## src/rtl/playback_scheduler_pkg.sv

```systemverilog
// Shared types and defaults for the USB-to-I2S playback scheduler.
package playback_scheduler_pkg;

  localparam int LEVEL_W_DEF     = 10;
  localparam int START_LEVEL_DEF = 256;
  localparam int CNT_W_DEF       = 16;

  typedef enum logic [1:0] {
    ST_IDLE    = 2'd0,
    ST_PREFILL = 2'd1,
    ST_PLAY    = 2'd2
  } state_t;

  function automatic logic is_streaming(input state_t s);
    return (s == ST_PREFILL) || (s == ST_PLAY);
  endfunction

endpackage

```

## src/rtl/playback_scheduler_if.sv

```systemverilog
// Control/status bundle between the sample-path controller and the scheduler.
interface playback_scheduler_if #(
  parameter int LEVEL_W = 10,
  parameter int CNT_W   = 16
) ();
  logic               enable;
  logic               cnt_clear;
  logic               sample_valid;
  logic               sample_tick;
  logic [LEVEL_W-1:0] fifo_level;
  logic               fifo_full;
  logic               fifo_empty;
  logic               wr_en;
  logic               rd_en;
  logic               fifo_flush;
  logic               mute;
  logic [1:0]         state;
  logic [CNT_W-1:0]   underrun_cnt;
  logic [CNT_W-1:0]   overrun_cnt;

  modport master (
    output enable, cnt_clear, sample_valid, sample_tick,
           fifo_level, fifo_full, fifo_empty,
    input  wr_en, rd_en, fifo_flush, mute, state, underrun_cnt, overrun_cnt
  );

  modport slave (
    input  enable, cnt_clear, sample_valid, sample_tick,
           fifo_level, fifo_full, fifo_empty,
    output wr_en, rd_en, fifo_flush, mute, state, underrun_cnt, overrun_cnt
  );
endinterface

```

## src/rtl/playback_scheduler_sat_counter.sv

```systemverilog
// Saturating event counter; clear wins over a same-cycle increment.
module sat_counter #(
  parameter int CNT_W = 16
) (
  input  logic             clk,
  input  logic             rst,
  input  logic             inc,
  input  logic             clear,
  output logic [CNT_W-1:0] count
);
  logic [CNT_W-1:0] count_reg;

  always_ff @(posedge clk or posedge rst) begin
    if (rst) begin
      count_reg <= '0;
    end else if (clear) begin
      count_reg <= '0;
    end else if (inc && (count_reg != {CNT_W{1'b1}})) begin
      count_reg <= count_reg + 1'b1;
    end
  end

  assign count = count_reg;
endmodule

```

## src/rtl/playback_scheduler.sv

```systemverilog
// Gates FIFO writes/reads around a prefill threshold, mutes playback until
// the buffer is primed, and counts underruns/overruns.
module playback_scheduler
  import playback_scheduler_pkg::*;
#(
  parameter int LEVEL_W     = LEVEL_W_DEF,
  parameter int START_LEVEL = START_LEVEL_DEF,
  parameter int CNT_W       = CNT_W_DEF
) (
  input logic                 clk,
  input logic                 rst,
  playback_scheduler_if.slave bus
);
  // One extra bit so a threshold equal to the FIFO depth is still representable.
  localparam logic [LEVEL_W:0] START_THR = (LEVEL_W + 1)'(START_LEVEL);

  state_t state_reg;
  logic   wr_en_reg;
  logic   rd_en_reg;
  logic   flush_reg;
  logic   mute_reg;

  logic level_ok;
  logic write_ok;
  logic active;
  logic underrun_inc;
  logic overrun_inc;
  logic [CNT_W-1:0] underrun_count;
  logic [CNT_W-1:0] overrun_count;

  assign level_ok = ({1'b0, bus.fifo_level} >= START_THR);
  assign write_ok = bus.sample_valid && !bus.fifo_full;
  // A falling enable takes priority: nothing is written, read or counted that cycle.
  assign active   = is_streaming(state_reg) && bus.enable;

  assign underrun_inc = active && (state_reg == ST_PLAY) && bus.sample_tick && bus.fifo_empty;
  // Both flags at once is treated as empty, so no overrun is charged.
  assign overrun_inc  = active && bus.sample_valid && bus.fifo_full && !bus.fifo_empty;

  always_ff @(posedge clk or posedge rst) begin
    if (rst) begin
      state_reg <= ST_IDLE;
      wr_en_reg <= 1'b0;
      rd_en_reg <= 1'b0;
      flush_reg <= 1'b0;
      mute_reg  <= 1'b1;
    end else begin
      wr_en_reg <= 1'b0;
      rd_en_reg <= 1'b0;
      flush_reg <= 1'b0;
      case (state_reg)
        ST_IDLE: begin
          mute_reg <= 1'b1;
          if (bus.enable) state_reg <= ST_PREFILL;
        end
        ST_PREFILL: begin
          mute_reg <= 1'b1;
          if (!bus.enable) begin
            state_reg <= ST_IDLE;
            flush_reg <= 1'b1;
          end else begin
            wr_en_reg <= write_ok;
            if (bus.sample_tick && level_ok && !bus.fifo_empty) begin
              state_reg <= ST_PLAY;
              rd_en_reg <= 1'b1;
              mute_reg  <= 1'b0;
            end
          end
        end
        ST_PLAY: begin
          if (!bus.enable) begin
            state_reg <= ST_IDLE;
            flush_reg <= 1'b1;
            mute_reg  <= 1'b1;
          end else begin
            wr_en_reg <= write_ok;
            mute_reg  <= 1'b0;
            if (bus.sample_tick) begin
              if (bus.fifo_empty) begin
                state_reg <= ST_PREFILL;
                mute_reg  <= 1'b1;
              end else begin
                rd_en_reg <= 1'b1;
              end
            end
          end
        end
        default: begin
          state_reg <= ST_IDLE;
          flush_reg <= 1'b1;
          mute_reg  <= 1'b1;
        end
      endcase
    end
  end

  sat_counter #(.CNT_W(CNT_W)) u_underrun (
    .clk   (clk),
    .rst   (rst),
    .inc   (underrun_inc),
    .clear (bus.cnt_clear),
    .count (underrun_count)
  );

  sat_counter #(.CNT_W(CNT_W)) u_overrun (
    .clk   (clk),
    .rst   (rst),
    .inc   (overrun_inc),
    .clear (bus.cnt_clear),
    .count (overrun_count)
  );

  assign bus.wr_en        = wr_en_reg;
  assign bus.rd_en        = rd_en_reg;
  assign bus.fifo_flush   = flush_reg;
  assign bus.mute         = mute_reg;
  assign bus.state        = state_reg;
  assign bus.underrun_cnt = underrun_count;
  assign bus.overrun_cnt  = overrun_count;
endmodule

```

## src/flat_wrapper.sv

```systemverilog
// flat-port wrapper written by rule: the top's interface ports become plain ports
module playback_scheduler_flat import playback_scheduler_pkg::*;
#(
  parameter int LEVEL_W     = LEVEL_W_DEF,
  parameter int START_LEVEL = START_LEVEL_DEF,
  parameter int CNT_W       = CNT_W_DEF
)
  (clk, rst, bus_enable, bus_cnt_clear, bus_sample_valid, bus_sample_tick, bus_fifo_level, bus_fifo_full, bus_fifo_empty, bus_wr_en, bus_rd_en, bus_fifo_flush, bus_mute, bus_state, bus_underrun_cnt, bus_overrun_cnt);
  playback_scheduler_if #(.LEVEL_W(LEVEL_W), .CNT_W(CNT_W)) bus_i ();
  input logic clk;
  input logic rst;
  input wire logic [$bits(bus_i.enable)-1:0] bus_enable;
  input wire logic [$bits(bus_i.cnt_clear)-1:0] bus_cnt_clear;
  input wire logic [$bits(bus_i.sample_valid)-1:0] bus_sample_valid;
  input wire logic [$bits(bus_i.sample_tick)-1:0] bus_sample_tick;
  input wire logic [$bits(bus_i.fifo_level)-1:0] bus_fifo_level;
  input wire logic [$bits(bus_i.fifo_full)-1:0] bus_fifo_full;
  input wire logic [$bits(bus_i.fifo_empty)-1:0] bus_fifo_empty;
  output wire logic [$bits(bus_i.wr_en)-1:0] bus_wr_en;
  output wire logic [$bits(bus_i.rd_en)-1:0] bus_rd_en;
  output wire logic [$bits(bus_i.fifo_flush)-1:0] bus_fifo_flush;
  output wire logic [$bits(bus_i.mute)-1:0] bus_mute;
  output wire logic [$bits(bus_i.state)-1:0] bus_state;
  output wire logic [$bits(bus_i.underrun_cnt)-1:0] bus_underrun_cnt;
  output wire logic [$bits(bus_i.overrun_cnt)-1:0] bus_overrun_cnt;
  assign bus_i.enable = bus_enable;
  assign bus_i.cnt_clear = bus_cnt_clear;
  assign bus_i.sample_valid = bus_sample_valid;
  assign bus_i.sample_tick = bus_sample_tick;
  assign bus_i.fifo_level = bus_fifo_level;
  assign bus_i.fifo_full = bus_fifo_full;
  assign bus_i.fifo_empty = bus_fifo_empty;
  assign bus_wr_en = bus_i.wr_en;
  assign bus_rd_en = bus_i.rd_en;
  assign bus_fifo_flush = bus_i.fifo_flush;
  assign bus_mute = bus_i.mute;
  assign bus_state = bus_i.state;
  assign bus_underrun_cnt = bus_i.underrun_cnt;
  assign bus_overrun_cnt = bus_i.overrun_cnt;
  playback_scheduler #(.LEVEL_W(LEVEL_W), .START_LEVEL(START_LEVEL), .CNT_W(CNT_W)) u_core (.clk(clk), .rst(rst), .bus(bus_i));
endmodule
```

## config.mk

```make
export PLATFORM = sky130hd
export DESIGN_NAME = playback_scheduler_flat
export DESIGN_NICKNAME = d
export VERILOG_FILES = /design/src/rtl/playback_scheduler_pkg.sv /design/src/rtl/playback_scheduler_if.sv /design/src/rtl/playback_scheduler_sat_counter.sv /design/src/rtl/playback_scheduler.sv /design/src/flat_wrapper.sv
export SDC_FILE = /design/constraint.sdc
export NUM_CORES = 1
export LEC_CHECK = 0
export CORE_UTILIZATION = 35
export DETAILED_ROUTE_END_ITERATION = 6
export SLEW_MARGIN = 30
export SYNTH_ARGS = -nofsm -noshare
export SYNTH_HDL_FRONTEND = slang
export SYNTH_SLANG_ARGS = --single-unit
export TNS_END_PERCENT = 10
```

## constraint.sdc

```tcl
create_clock -name clk -period 2.9 [get_ports clk]
set_clock_uncertainty 0.1 [all_clocks]
set_input_delay 0.58 -clock clk [delete_from_list [all_inputs] [get_ports clk]]
set_output_delay 0.58 -clock clk [all_outputs]
set_load 0.05 [all_outputs]
```

* Word level (Yosys, flattened, before mapping)
Index checks and enable logic that the tools add are counted.
** Operators by class
- Mux-type cells :: 27
- Add/subtract/negate cells :: 2
- Eq/ne operators :: 8
- Reduce and logical (&&, ||, !) cells :: 20
- $lt $le $gt $ge :: 1
** Operators by type and width (number)
- $mux 16 :: 4
- $add 16x1->16 const B :: 2
- $ne 16x16->1 const B :: 2
- $mux 1 :: 13
- $logic_and 1x1->1 :: 12
- $mux 2 :: 6
- $ge 10x9->1 const B :: 1
- $ne 3x3->1 const B :: 3
- $pmux 1 s2 :: 3
- $pmux 2 s3 :: 1
- $reduce_and 4->1 :: 1
- $reduce_bool 2->1 :: 2
- $eq 2x1->1 const B :: 1
- $eq 2x2->1 const B :: 1
- $logic_not 1->1 :: 2
- $logic_not 2->1 :: 1
- $ne 2x2->1 const B :: 1
- $reduce_or 2->1 :: 1
- $logic_or 1x1->1 :: 1
** Storage, ports and cells
- Output and inout port bits :: 38
- Flip-flop bits (word level) :: 38

* Logic depth before layout (Yosys ltp)
Gate-level depths: netlist of run 1.
- Word-level depth :: 9
- Mapped depth :: 7
- Depth with buffers taken out :: 7

* Hierarchy
A second synthesis of run 1 with hierarchy kept.
** Second synthesis, totals
- Cell total of the unflattened synthesis :: 238
- Area, all modules :: 2232.1 um^2
** Modules (own cells, without submodules)
- sat_counter :: area each 932.1 um^2, cells each 101, seq. area each 400.4 um^2, instances 2
- playback_scheduler :: area each 367.9 um^2, cells each 36, seq. area each 151.4 um^2, instances 1

* Least setup slack after synthesis of run 1
OpenSTA, ideal clock, no wires.
- Path type :: register to register
- Start point :: register u_core.state_reg[1], in the netlist u_core.bus.state[1]
- End point :: register u_core.u_overrun.count_reg[15], in the netlist u_core.u_overrun.count[15]
- Setup time :: 125 ps
- Stages on the path, launching flop included :: 8
- Buffers on the path :: 0
- Setup slack :: 408 ps
- Data required time :: 2675 ps
- Data arrival time :: 2267 ps
- Cells stage by stage :: dfrtp_1 -> inv_1 -> ha_1 -> and3b_1 -> nand2_2 -> nor4_4 -> and3_4 -> mux2_4
** Between the ends
- Cells in the longest elaborated chain, start to end :: 8
- Elaborated cells on any way between the ends :: 9
** RTL lines
- start, declared :: line playback_scheduler.sv:17 : state_t state_reg;
- start signal, assigned :: line playback_scheduler.sv:42 : state_reg <= ST_IDLE;
- start signal, assigned :: line playback_scheduler.sv:54 : if (bus.enable) state_reg <= ST_PREFILL;
- start signal, assigned :: line playback_scheduler.sv:59 : state_reg <= ST_IDLE;
- $eq 2x1->1 / $eq 2x2->1 (equally long branches) :: line playback_scheduler_pkg.sv:15 : return (s == ST_PREFILL) || (s == ST_PLAY);
- $logic_or 1x1->1 (*) :: line playback_scheduler_pkg.sv:15
- $logic_and 1x1->1 (*) :: line playback_scheduler.sv:34 : assign active = is_streaming(state_reg) && bus.enable;
- $logic_and 1x1->1 (*) (3 in a row) :: line playback_scheduler.sv:38 : assign overrun_inc = active && bus.sample_valid && bus.fifo_full && !bus.fifo_empty;
- $logic_and 1x1->1 (*) :: line playback_scheduler_sat_counter.sv:18 : end else if (inc && (count_reg != {CNT_W{1'b1}})) begin
- $reduce_bool 2->1 (no line) (*)
- end signal, assigned :: line playback_scheduler_sat_counter.sv:19 : count_reg <= count_reg + 1'b1;
- end, declared :: line playback_scheduler_sat_counter.sv:11 : logic [CNT_W-1:0] count_reg;
Mark *: on every way between the ends. The rest lies on a longest branch, timed or not.
A chain may end at the register's enable or synchronous reset.

* Final worst setup path of run 1
- Start point :: input bus_enable
- End point :: register u_core.u_overrun.count_reg[15], in the netlist u_core.u_overrun.count[15]
** Between the ends
- Cells in the longest elaborated chain, start to end :: 6
** RTL lines
- start, declared :: line flat_wrapper.sv:12 : input wire logic [$bits(bus_i.enable)-1:0] bus_enable;
- $logic_and 1x1->1 :: line playback_scheduler.sv:34
- $logic_and 1x1->1 (3 in a row) :: line playback_scheduler.sv:38
- $logic_and 1x1->1 :: line playback_scheduler_sat_counter.sv:18
- $reduce_bool 2->1 (no line)
Every way passes these cells.

==> flow_results.org, run 1 <==
** Power and ir drop
- VDD sags by at most between 300 and 400 uV.
- The share of total power dissipated in the clock network is a little under two fifths.
- Total power draw :: around 1.5 mW
- Switching power summed over all nets :: 430.1 uW
- Per report_power, the combinational group accounts for a little under a quarter of the total.
- Switching fraction of total power :: about 29%
- In this run the static leakage power is roughly 1.2 nW.
- Dividing total power by cell area gives a power density of approximately 530 nW/um^2.
- Sequential cells account for 39.3% of the total power.
- The internal portion of the total power is about 1.1 mW.

** CTS
- Number of buffers on the longest clock path :: 2
- The number of gates resized after CTS was 0.
- Setup Buffers After CTS :: 0
- Number of buffers inserted for hold repair after clock tree synthesis :: 0
- CTS saw 38 sinks.
- The number of clock buffers added by TritonCTS is 5.
- Clock-pin slew was measured on the worst setup and hold paths at 0.08 ns.
- At the later pin of the worst-skew pair, clock insertion delay measures 0.29 ns.
- TritonCTS clock tree :: done
- The tree is rooted in a sky130_fd_sc_hd__clkbuf_8.
- H-tree depth reported by CTS :: 2

** Yosys
- Syn Inst Count :: between 200 and 250
- sky130_fd_sc_hd__nor2_1 is the most common cell in the netlist.
- Register area share after synthesis :: between 40% and 50%
- Synth top area share :: 43.66%
- The average instance in the mapped netlist occupies a little under 10 um^2.
- Commonest cells in the netlist :: sky130_fd_sc_hd__nor2_1 (38), sky130_fd_sc_hd__dfrtp_1 (37), sky130_fd_sc_hd__nand2_1 (15), sky130_fd_sc_hd__xnor2_1 (15)
- Synth Cell Area :: around 2100 um^2
- After synthesis, the netlist uses 48 different library cells.
- The biggest area contributor in the post-synthesis netlist is sky130_fd_sc_hd__dfrtp_1.
- Count of warnings emitted by yosys :: 0
- In the synthesized netlist the async set-or-reset flop fraction comes to 100.0%.
- Among all flip-flop cells after synthesis, the most frequent one is sky130_fd_sc_hd__dfrtp_1.
- In this run, synthesis inferred 0 flip-flops with an integrated enable.
- Net count of the mapped netlist :: 240
- The synthesized design contains 38 register bits.
- Top cells by area, synth :: sky130_fd_sc_hd__dfrtp_1 (44%), sky130_fd_sc_hd__nor2_1 (6.7%), sky130_fd_sc_hd__xnor2_1 (6.2%)

** Layout
- The number of antenna diodes in the final layout is 0.
- Fill cells in the final layout number roughly 550.
- Proportion of layout cells with a drive suffix above 1 :: 8.922%
- Area added between synthesis and finish :: 33.16%
- After the last flow step, the layout net total stands at ~300.

** STA
- The final-report max-slew violation count was 0.
- Peak clock frequency supported by timing :: between 400 and 500 MHz
- In this run the tightest slew margin relative to its limit is 61.67%.
- Post-layout min period :: approximately 2.3 ns
- For the pin with the worst max-slew slack, the measured transition is approximately 0.57 ns.
- Hold Fails Final Rpt :: 0
- Setup repair after global routing missed its margin :: false
- After routing, the total negative slack on setup checks comes to 0 ns.
- WHS :: roughly 0.48 ns
- Count of endpoints failing setup in the final report :: 0
- Of the available clock period, the critical path in the final layout requires 80.93%.

** Global routing
- The initial antenna violation count came to 0.
- Entering global routing, the biggest net connects 39 pins.
- Via count of the first global-routing pass :: around 1700
- First-pass GRT wire length :: about 7800 um
- For this run the aggregate overflow at the end of global routing stands at 0.
- In the global route stage, overall resource usage came out at between 10% and 20%.

** Job
- Across the run, the number of max-cap violations was 0.

** Drt
- Residual DRC :: 0
- For this block, the via count after detailed routing is between 1500 and 2000.
- The pre-antenna-repair detailed-routing pass consisted of 4 iterations.
- Once detail routing completed, the nets flagged for antenna violations numbered 0.
- Summed over all layers, the routed wires come to 4595 um.
- Routed WL per cell :: 13.48 um
- Number of vias per cell after detailed routing :: roughly 5.1
- Iter 0 DRT Violations :: between 100 and 150

** Hold path
- The tightest min-delay check is of the register to register type.

** Placed design
- Final GP Congestion :: roughly 0.79
- HPWL after detailed placement :: 3291 um
- Port buffering added 47 buffers.

** Floorplan
- Total die area :: 6374 um^2
- Y dimension of the die :: 79.84 um
- Measured along the x axis, the die boundary spans about 80 um.
- Number of ports placed on the die boundary :: 56
- Total core area :: between 5000 and 6000 um^2
- The initial utilization of the core area, before any placement, comes to 37.37%.
- The initialized floorplan defines 27 standard-cell rows.

** Worst setup path
- The worst setup path is captured at a register.
- STA puts the critical path data arrival time at between 2 and 2.5 ns.
- Worst Setup Start Kind :: input pin
- At the worst endpoint, the required time is 2.98 ns.
- The critical path is of the input pin to register type.
- Worst-path fanout max :: 6

** Outcome
- Result of the run :: completed
## critical path, cell delays in order
cell                              delay [ns]
sky130_fd_sc_hd__clkdlybuf4s50_1        0.56
sky130_fd_sc_hd__and3b_1                0.28
sky130_fd_sc_hd__nand2_2                0.10
sky130_fd_sc_hd__nor4_4                 0.37
sky130_fd_sc_hd__and3_4                 0.24
sky130_fd_sc_hd__mux2_4                 0.29
## power groups by stage
stage                     clock network (mW)  registers, mW  logic, mW
final                                  0.557          0.586      0.346
after global routing                   0.594          0.591      0.379
after CTS                              0.576          0.587      0.351
after detailed placement                   0          0.597      0.349
after global placement                     0          0.596      0.345
after floorplan                            0          0.699      0.135
## layout make-up
cell class	count	area [um^2]	share of cell area, %
inverters	6	22.52	0.7975
clock inverters	2	60.06	2.127
repair buffers	50	493.0	17.46
well taps	72	90.09	3.190
clock buffers	6	82.58	2.924
multi-input cells	167	1124	39.79
flip-flops and latches	38	952.2	33.72
## layout by cell type, fill, tap and decap left out, types with 3 or more instances in the layout
cell,count
sky130_fd_sc_hd__ha_1,6
sky130_fd_sc_hd__buf_4,3
sky130_fd_sc_hd__xor2_1,9
sky130_fd_sc_hd__and4_1,4
sky130_fd_sc_hd__inv_1,6
sky130_fd_sc_hd__nand4b_1,3
sky130_fd_sc_hd__clkbuf_8,6
sky130_fd_sc_hd__clkdlybuf4s50_1,47
sky130_fd_sc_hd__nor4_4,3
sky130_fd_sc_hd__nor2_1,38
sky130_fd_sc_hd__xnor2_1,15
sky130_fd_sc_hd__a31oi_1,3
sky130_fd_sc_hd__o21ai_0,4
sky130_fd_sc_hd__nand3_1,10
sky130_fd_sc_hd__nor3_1,7
sky130_fd_sc_hd__and3_1,3
sky130_fd_sc_hd__dfrtp_1,37
sky130_fd_sc_hd__a21oi_1,5
sky130_fd_sc_hd__nand2_1,15
sky130_fd_sc_hd__nand4_1,10
## metrics by stage
step,std cells,instance area [um^2],util [%],setup slack (ns)
floorplan,216,2121,-,0.4079
global placement,333,2681,47.24,0.2871
detailed placement,333,2681,47.24,0.2544
CTS,341,2824,49.76,0.5554
global route,341,2824,49.76,0.4197
finish,341,2824,49.76,0.5531
## kinds of logic (layout without fill, tap and decap cells)
group | count (synthesis) | after routing | share of synthesized area (%)
adder cells (fa/ha/maj) | 6 | 6 | 3.540
XOR/XNOR | 24 | 24 | 9.912
flip-flops | 38 | 38 | 44.90
buffers and inverters | 11 | 64 | 2.124
AND/OR/NAND/NOR | 113 | 113 | 31.21
multiplexers | 4 | 4 | 2.183
AO/OA/AOI/OAI | 20 | 20 | 6.136
## routing by layer
layer	track usage, %	up-vias	part of all wire (%)
li1	-	869	-
met1	21.46	830	50
met2	24.27	40	45
met3	3.200	6	3.4
met4	6.964	0	1.5
met5	0	-	0
## worst paths after layout
check                                                   startpoint                                      end  slack, ns  cells after the start
max reg2reg                        u_core.bus.state[1]$_DFFE_PP0P_   u_core.u_overrun.count[15]$_DFFE_PP0P_       0.58                      7
min reg2reg                u_core.u_underrun.count[14]$_DFFE_PP0P_  u_core.u_underrun.count[14]$_DFFE_PP0P_       0.48                      1
min in group asynchronous                                      rst   u_core.u_underrun.count[4]$_DFFE_PP0P_       0.61                      3
min                        u_core.u_underrun.count[14]$_DFFE_PP0P_  u_core.u_underrun.count[14]$_DFFE_PP0P_       0.48                      1
max                                                     bus_enable   u_core.u_overrun.count[15]$_DFFE_PP0P_       0.55                      6
max in group asynchronous                                      rst                u_core.bus.mute$_DFF_PP1_       1.73                      3
Power figures use the tool's default switching activity.
==> inputs of run 2 (changes only) <==
==> constraint.sdc (replaced) <==
create_clock -name clk -period 2.05 [get_ports clk]
set_clock_uncertainty 0.1 [all_clocks]
set_input_delay 0.41 -clock clk [delete_from_list [all_inputs] [get_ports clk]]
set_output_delay 0.41 -clock clk [all_outputs]
set_load 0.05 [all_outputs]
==> flow_results.org, run 2 (synthesis results as in run 1) <==
** Outcome
- The run finished with clean final reports.

** Worst setup path
- The worst setup path is captured at a primary output.
- Type of the worst setup path :: register to primary output
- STA puts the critical path data required time at 1.54 ns.
- Data arrives at the worst endpoint at ~1.5 ns.
- The critical path goes through clkdlybuf4s50_1.
- Crit-path slowest cell :: sky130_fd_sc_hd__clkdlybuf4s50_1
- Worst-path fanout max :: 3
- Broken down by cell family, the worst path's largest delay share belongs to buffers and inverters.
- For this run, the slowest stage of the critical path takes around 0.82 ns.
- Critical path buffer and inverter count :: 1
- Worst Setup Start Kind :: register
- The setup check on the worst reg-to-reg path leaves a slack of approximately 0.08 ns.

** CTS
- Clock latency on the worst-skew pair :: 0.29 ns
- TritonCTS built the clock tree.
- In this run, CTS created clock tree buffers numbering 5.
- CTS Root Cell :: sky130_fd_sc_hd__clkbuf_8
- The clock passes through at most 2 buffers.
- Clock tree synthesis found a total of 38 sinks.
- Post-CTS clock slew at the launch and capture registers of the worst setup and hold paths :: roughly 0.08 ns
- Post-CTS repair changed the size of 0 cells.
- The clock tree synthesis step divided the H-tree into 2 levels.
- After clock tree synthesis, the flow added hold-fix buffers numbering 0.
- Post-CTS timing repair inserted 0 buffers for setup.

** STA
- The number of failing hold endpoints at the final stage came to 0.
- Slew at the pin closest to its max-slew limit :: between 0.5 and 0.6 ns
- Across all hold checks on the routed design, the worst slack comes to between 0.3 and 0.4 ns.
- Peak clock frequency supported by timing :: between 400 and 500 MHz
- Final worst setup slack :: 0.04994 ns
- The final-report max-slew violation count came to 0.
- Setup repair after global routing could not meet its margin everywhere.
- Count of endpoints failing setup in the final report :: 0
- Post-layout min period :: between 2 and 2.5 ns
- In this run the tightest slew margin relative to its limit is 66.56%.
- In the finished design, the share of the clock period the worst path needs comes to slightly below 100%.

** Drt
- In the final routed layout, each cell accounts on average for approximately 13 um.
- Residual DRC :: 0
- The count of nets left with antenna violations once routing finished came out at 0.
- After detailed routing, the number of vias per cell comes to between 5 and 6.
- The first TritonRoute pass finished after 4 iterations.
- Count of vias placed by the detailed router :: approximately 1800
- Wires add up to 4713 um.
- For this block, the initial DRC count from the detailed router was 93.

** Floorplan
- In this run the horizontal extent of the chip is ~80 um.
- Number of ports placed on the die boundary :: 56
- Starting density of the core :: between 30% and 40%
- Total die area :: approximately 6400 um^2
- Site row count :: 27
- Y dimension of the die :: 79.84 um
- The region available for standard cell placement spans ~5700 um^2.

** Power and ir drop
- Per report_power, the sequential group accounts for about 44% of the total.
- Per report_power, the clock group accounts for between 20 and 30% of the total.
- Total power draw :: around 1.9 mW
- Dividing total power by cell area gives a power density of 665.7 nW/um^2.
- The analysis attributes to cell leakage a power of approximately 1.3 nW.
- Part of the total power dissipated in combinational logic :: 28.1%
- IR analysis of the VDD net gives a maximum drop of 471.5 uV.
- The analysis attributes to net switching a power of 610.5 uW.
- P_int :: around 1.3 mW
- Of the total power, the share spent switching nets is about a third.

** Placed design
- OpenSTA, run right after detailed placement, puts the worst setup slack at -0.1543 ns.
- The congestion estimate from routability-driven global placement came to 0.7717.
- Port buffering added 47 buffers.
- Detailed placement finished with a half-perimeter wire length of ~3500 um.

** Global routing
- The via count of the first global-routing pass came to about 1700.
- Global routing used between 10% and 20% of the available tracks.
- First-pass GRT wire length :: around 8300 um
- Summed over all layers, the global routing overflow is 0.
- The initial antenna violation count came to 0.
- Entering global routing, the biggest net connects 39 pins.

** Layout
- Top library cells by usage in the layout, fill and taps aside :: sky130_fd_sc_hd__buf_4 (51), sky130_fd_sc_hd__nor2_1 (38), sky130_fd_sc_hd__dfrtp_1 (31)
- The library cell used most frequently in the layout, excluding fill and tap cells, is sky130_fd_sc_hd__buf_4.
- Area added between synthesis and finish :: 34.75%
- Cells with a size suffix above 1 make up between 20 and 30% of the layout.
- # nets final :: 308
- Ant diodes :: 0

** Job
- The tool flagged a number of max-cap violations equal to 0.

** Hold path
- The tightest min-delay check is of the input pin to async pin type.
run 2: changes by cell type in the layout (fill, tap and decap cells not counted), sizes merged:
cell           change
buf               +50
bufinv             -2
clkbuf             +2
clkdlybuf4s50     -34
run 2: layout make-up:
type                       count  area, um^2
sequential                    38       959.7
multi-input combinational    167        1142
tap                           72       90.09
fill                         525        2818
inverter                       6       22.52
timing repair buffer          66       553.0
clock buffer                   8       90.09
run 2: path summary, 6_finish.rpt:
path | cells after the start | from | to
worst max-delay path | 1 | u_core.u_underrun.count[15]$_DFFE_PP0P_ | bus_underrun_cnt[15]
worst min-delay path | 3 | rst | u_core.u_underrun.count[14]$_DFFE_PP0P_
worst max register to register | 7 | u_core.bus.state[1]$_DFFE_PP0P_ | u_core.u_overrun.count[15]$_DFFE_PP0P_
worst min register to register | 1 | u_core.u_overrun.count[6]$_DFFE_PP0P_ | u_core.u_overrun.count[6]$_DFFE_PP0P_
max in group asynchronous | 3 | rst | u_core.bus.mute$_DFF_PP1_
min in group clk | 1 | u_core.u_overrun.count[6]$_DFFE_PP0P_ | u_core.u_overrun.count[6]$_DFFE_PP0P_
run 2: per-stage QoR:
| step | utilization (%) | cell area [um^2] | setup TNS, ns | cells |
|---|---|---|---|---|
| 2_1_floorplan | - | 2142 | -0.1124 | 216 |
| 3_3_place_gp | 48.68 | 2763 | -1.099 | 349 |
| 3_5_place_dp | 48.68 | 2763 | -1.359 | 349 |
| 4_1_cts | 50.26 | 2853 | 0 | 357 |
| 5_1_grt | 50.35 | 2858 | -0.06081 | 357 |
| 6_report | 50.35 | 2858 | 0 | 357 |
run 2: metal layers:
metal	wire (um)	GRT usage, %
met1	2359	23.08
met2	2095	25.47
met3	175	3.886
met4	82	6.429
met5	0	0
run 2: power by group through the flow:
stage	logic, mW	registers (mW)	clock network, mW
after floorplan	0.217	0.995	0
after global placement	0.538	0.850	0
after detailed placement	0.539	0.850	0
after CTS	0.542	0.835	0.555
after global routing	0.593	0.842	0.590
final	0.535	0.834	0.533
==> inputs of run 3 (changes only) <==
--- a/config.mk
+++ b/config.mk
@@ -5,8 +5,11 @@
 export SDC_FILE = /design/constraint.sdc
 export NUM_CORES = 1
 export LEC_CHECK = 0
-export CORE_UTILIZATION = 35
+export CELL_PAD_IN_SITES_DETAIL_PLACEMENT = 1
+export CELL_PAD_IN_SITES_GLOBAL_PLACEMENT = 2
+export CORE_UTILIZATION = 26
 export DETAILED_ROUTE_END_ITERATION = 6
+export PLACE_DENSITY_LB_ADDON = 0.1
 export SLEW_MARGIN = 30
 export SYNTH_ARGS = -nofsm -noshare
 export SYNTH_HDL_FRONTEND = slang
==> flow_results.org, run 3 (synthesis results as in run 1) <==
** Outcome
- Result of the run :: completed

** CTS
- Number of buffers inserted for hold repair after clock tree synthesis :: 0
- Clock latency on the worst-skew pair :: between 0.2 and 0.3 ns
- TritonCTS built the clock tree.
- Clock-pin slew was measured on the worst setup and hold paths at around 0.08 ns.
- The number of gates resized after CTS was 0.
- Number of buffers on the longest clock path :: 2
- In this run the clock root is driven by a sky130_fd_sc_hd__clkbuf_8.
- Setup Buffers After CTS :: 0
- Clock buffers created by TritonCTS :: 5
- H-tree depth reported by CTS :: 2
- Number of sinks handled by clock tree synthesis :: 38

** Drt
- For this run, design rule violations remaining after detail routing come to 0.
- Summing over every cut layer, the via total after detailed routing is between 1500 and 2000.
- Dividing the detail-routed wire length by the instance count gives 14.39 um.
- Detailed-route wire length :: 5712 um
- Iter 0 DRT Violations :: 52
- Number of vias per cell after detailed routing :: around 4.7
- In this run the remaining antenna-violating nets after routing total 0.
- DR pass1 iterations :: 4

** STA
- For this run, the top clock speed supported by timing is approximately 500 MHz.
- Setup total negative slack on the finished layout was measured at 0 ns.
- Count of endpoints failing setup in the final report :: 0
- Hold Fails Final Rpt :: 0
- Slew at the pin closest to its max-slew limit :: between 0.5 and 0.6 ns
- Post-layout min period :: about 2 ns
- Setup repair after global routing left no endpoint under its margin.
- The final critical path takes up 97.73% of the cycle.
- The final-report max-slew violation count came to 0.
- Headroom to the max-slew limit came out at ~65%.
- Final worst setup slack :: 0.04650 ns

** Power and ir drop
- Registers are responsible for a little over two fifths of the overall power.
- P_int :: around 1.3 mW
- Dividing total power by cell area gives a power density of approximately 660 nW/um^2.
- Total power draw :: ~1.9 mW
- P_leak :: 1.344 nW
- Maximum VDD drop :: approximately 530 uV
- Switching fraction of total power :: 33.05%
- Switching power summed over all nets :: roughly 640 uW
- In this run, the combinational gates consume between 20% and 30% of the power.
- The clock network burns 27.5% of the power.

** Worst setup path
- The setup check on the worst reg-to-reg path leaves a slack of around 0.12 ns.
- Worst-path fanout max :: 3
- At the worst endpoint, the required time is between 1.5 and 2 ns.
- Crit path arrival time :: 1.49 ns
- Type of the worst setup path :: register to primary output
- The worst setup path is launched from a register.
- Critical path buffer and inverter count :: 1
- Kind of cell adding the most delay to the critical path :: buffers and inverters
- R2r endpoint :: u_core.u_overrun.count[15]$_DFFE_PP0P_
- The signal on the critical path passes through clkdlybuf4s50_1.
- Worst reg2reg path depth :: 7
- The worst register-to-register path begins at u_core.bus.state[1]$_DFFE_PP0P_.
- On the worst path, the slowest cell contributes a delay of 0.81 ns.
- The worst setup path is captured at a primary output.
- Crit-path slowest cell :: sky130_fd_sc_hd__clkdlybuf4s50_1

** Layout
- # nets final :: about 320
- Area added between synthesis and finish :: 39.53%
- Ant diodes :: 0
- The finished layout holds approximately 400 standard cells, fillers aside.
- End-of-flow core utilization :: between 30% and 40%
- Commonest non-fill, non-tap cell in the layout :: sky130_fd_sc_hd__buf_4
- Of the cells placed in the final design, the portion with a size suffix greater than 1 is a little under a third.
- Top library cells by usage in the layout, fill and taps aside :: sky130_fd_sc_hd__buf_4 (63), sky130_fd_sc_hd__nor2_1 (38), sky130_fd_sc_hd__dfrtp_1 (31)

** Floorplan
- During I/O placement, the number of pins put on the boundary was 56.
- For this configuration, the core starts out at a cell density of a little over a quarter.
- From left edge to right edge, the die measures 92.32 um.
- The floorplan has 32 rows.
- The floorplan step defined a die boundary enclosing 8522 um^2.
- Measured along the y axis, the die boundary spans 92.32 um.
- Total core area :: between 7000 and 8000 um^2

** Global routing
- Total routing resource utilization after global routing :: roughly 15%
- Antenna violations before repair :: 0
- First-pass GRT wire length :: about 10000 um
- Via count of the first global-routing pass :: 1970
- Total congestion overflow :: 0
- Entering global routing, the biggest net connects 35 pins.

** Placed design
- Buffers added on ports :: 47
- Pre-CTS setup slack :: -0.2078 ns
- The congestion estimate from routability-driven global placement came to 0.7449.
- HPWL after detailed placement :: 4261 um
- Instance count after placement with tap cells included :: between 300 and 400

** Job
- Max Cap Viol :: 0

** Hold path
- Worst hold path class :: input pin to async pin
run 3: per-layer routing:
| metal | vias to the layer above | wire length, um | track usage [%] |
|---|---|---|---|
| met1 | 900 | 2807 | 20.03 |
| met4 | 0 | 67 | 3.906 |
| met5 | - | 0 | 0 |
| met3 | 6 | 180 | 2.627 |
| li1 | 920 | - | - |
| met2 | 36 | 2657 | 23.58 |
run 3: stage by stage:
stage	cell area (um^2)	hold slack [ns]
after global routing	2959	0.3514
final	2959	0.3098
after global placement	2870	0.4337
after detailed placement	2870	0.4334
after CTS	2957	0.3083
after floorplan	2142	0.4359
run 3: how the worst max path moves through the flow:
stage	start	end	slack, ns	depth (start not counted)
4_1_cts	u_core.u_underrun.count[15]$_DFFE_PP0P_	bus_underrun_cnt[15]	0.04	1
6_report	u_core.u_underrun.count[15]$_DFFE_PP0P_	bus_underrun_cnt[15]	0.05	1
2_1_floorplan	u_core.bus.state[1]$_DFFE_PP0P_	u_core.u_overrun.count[15]$_DFFE_PP0P_	-0.08	7
3_3_place_gp	bus_enable	u_core.u_overrun.count[15]$_DFFE_PP0P_	-0.19	6
5_1_grt	u_core.bus.state[0]$_DFFE_PP0P_	u_core.u_overrun.count[6]$_DFFE_PP0P_	0.007	8
3_5_place_dp	bus_enable	u_core.u_overrun.count[15]$_DFFE_PP0P_	-0.21	6
run 3: power groups by stage:
stage          logic (mW)  registers [mW]  clock network, mW
3_3_place_gp        0.587           0.851                  0
3_5_place_dp        0.580           0.849                  0
5_1_grt             0.620           0.842              0.587
2_1_floorplan       0.217           0.995                  0
6_report            0.575           0.835              0.536
4_1_cts             0.588           0.836              0.568
run 3: final cells by class:
cell class / instances / area [um^2]
clock buffers: 7 / 86.33
repair buffers: 77 / 625.6
inverters: 6 / 22.52
well taps: 102 / 127.6
fillers: 933 / 4848
flip-flops and latches: 38 / 959.7
multi-input cells: 167 / 1137
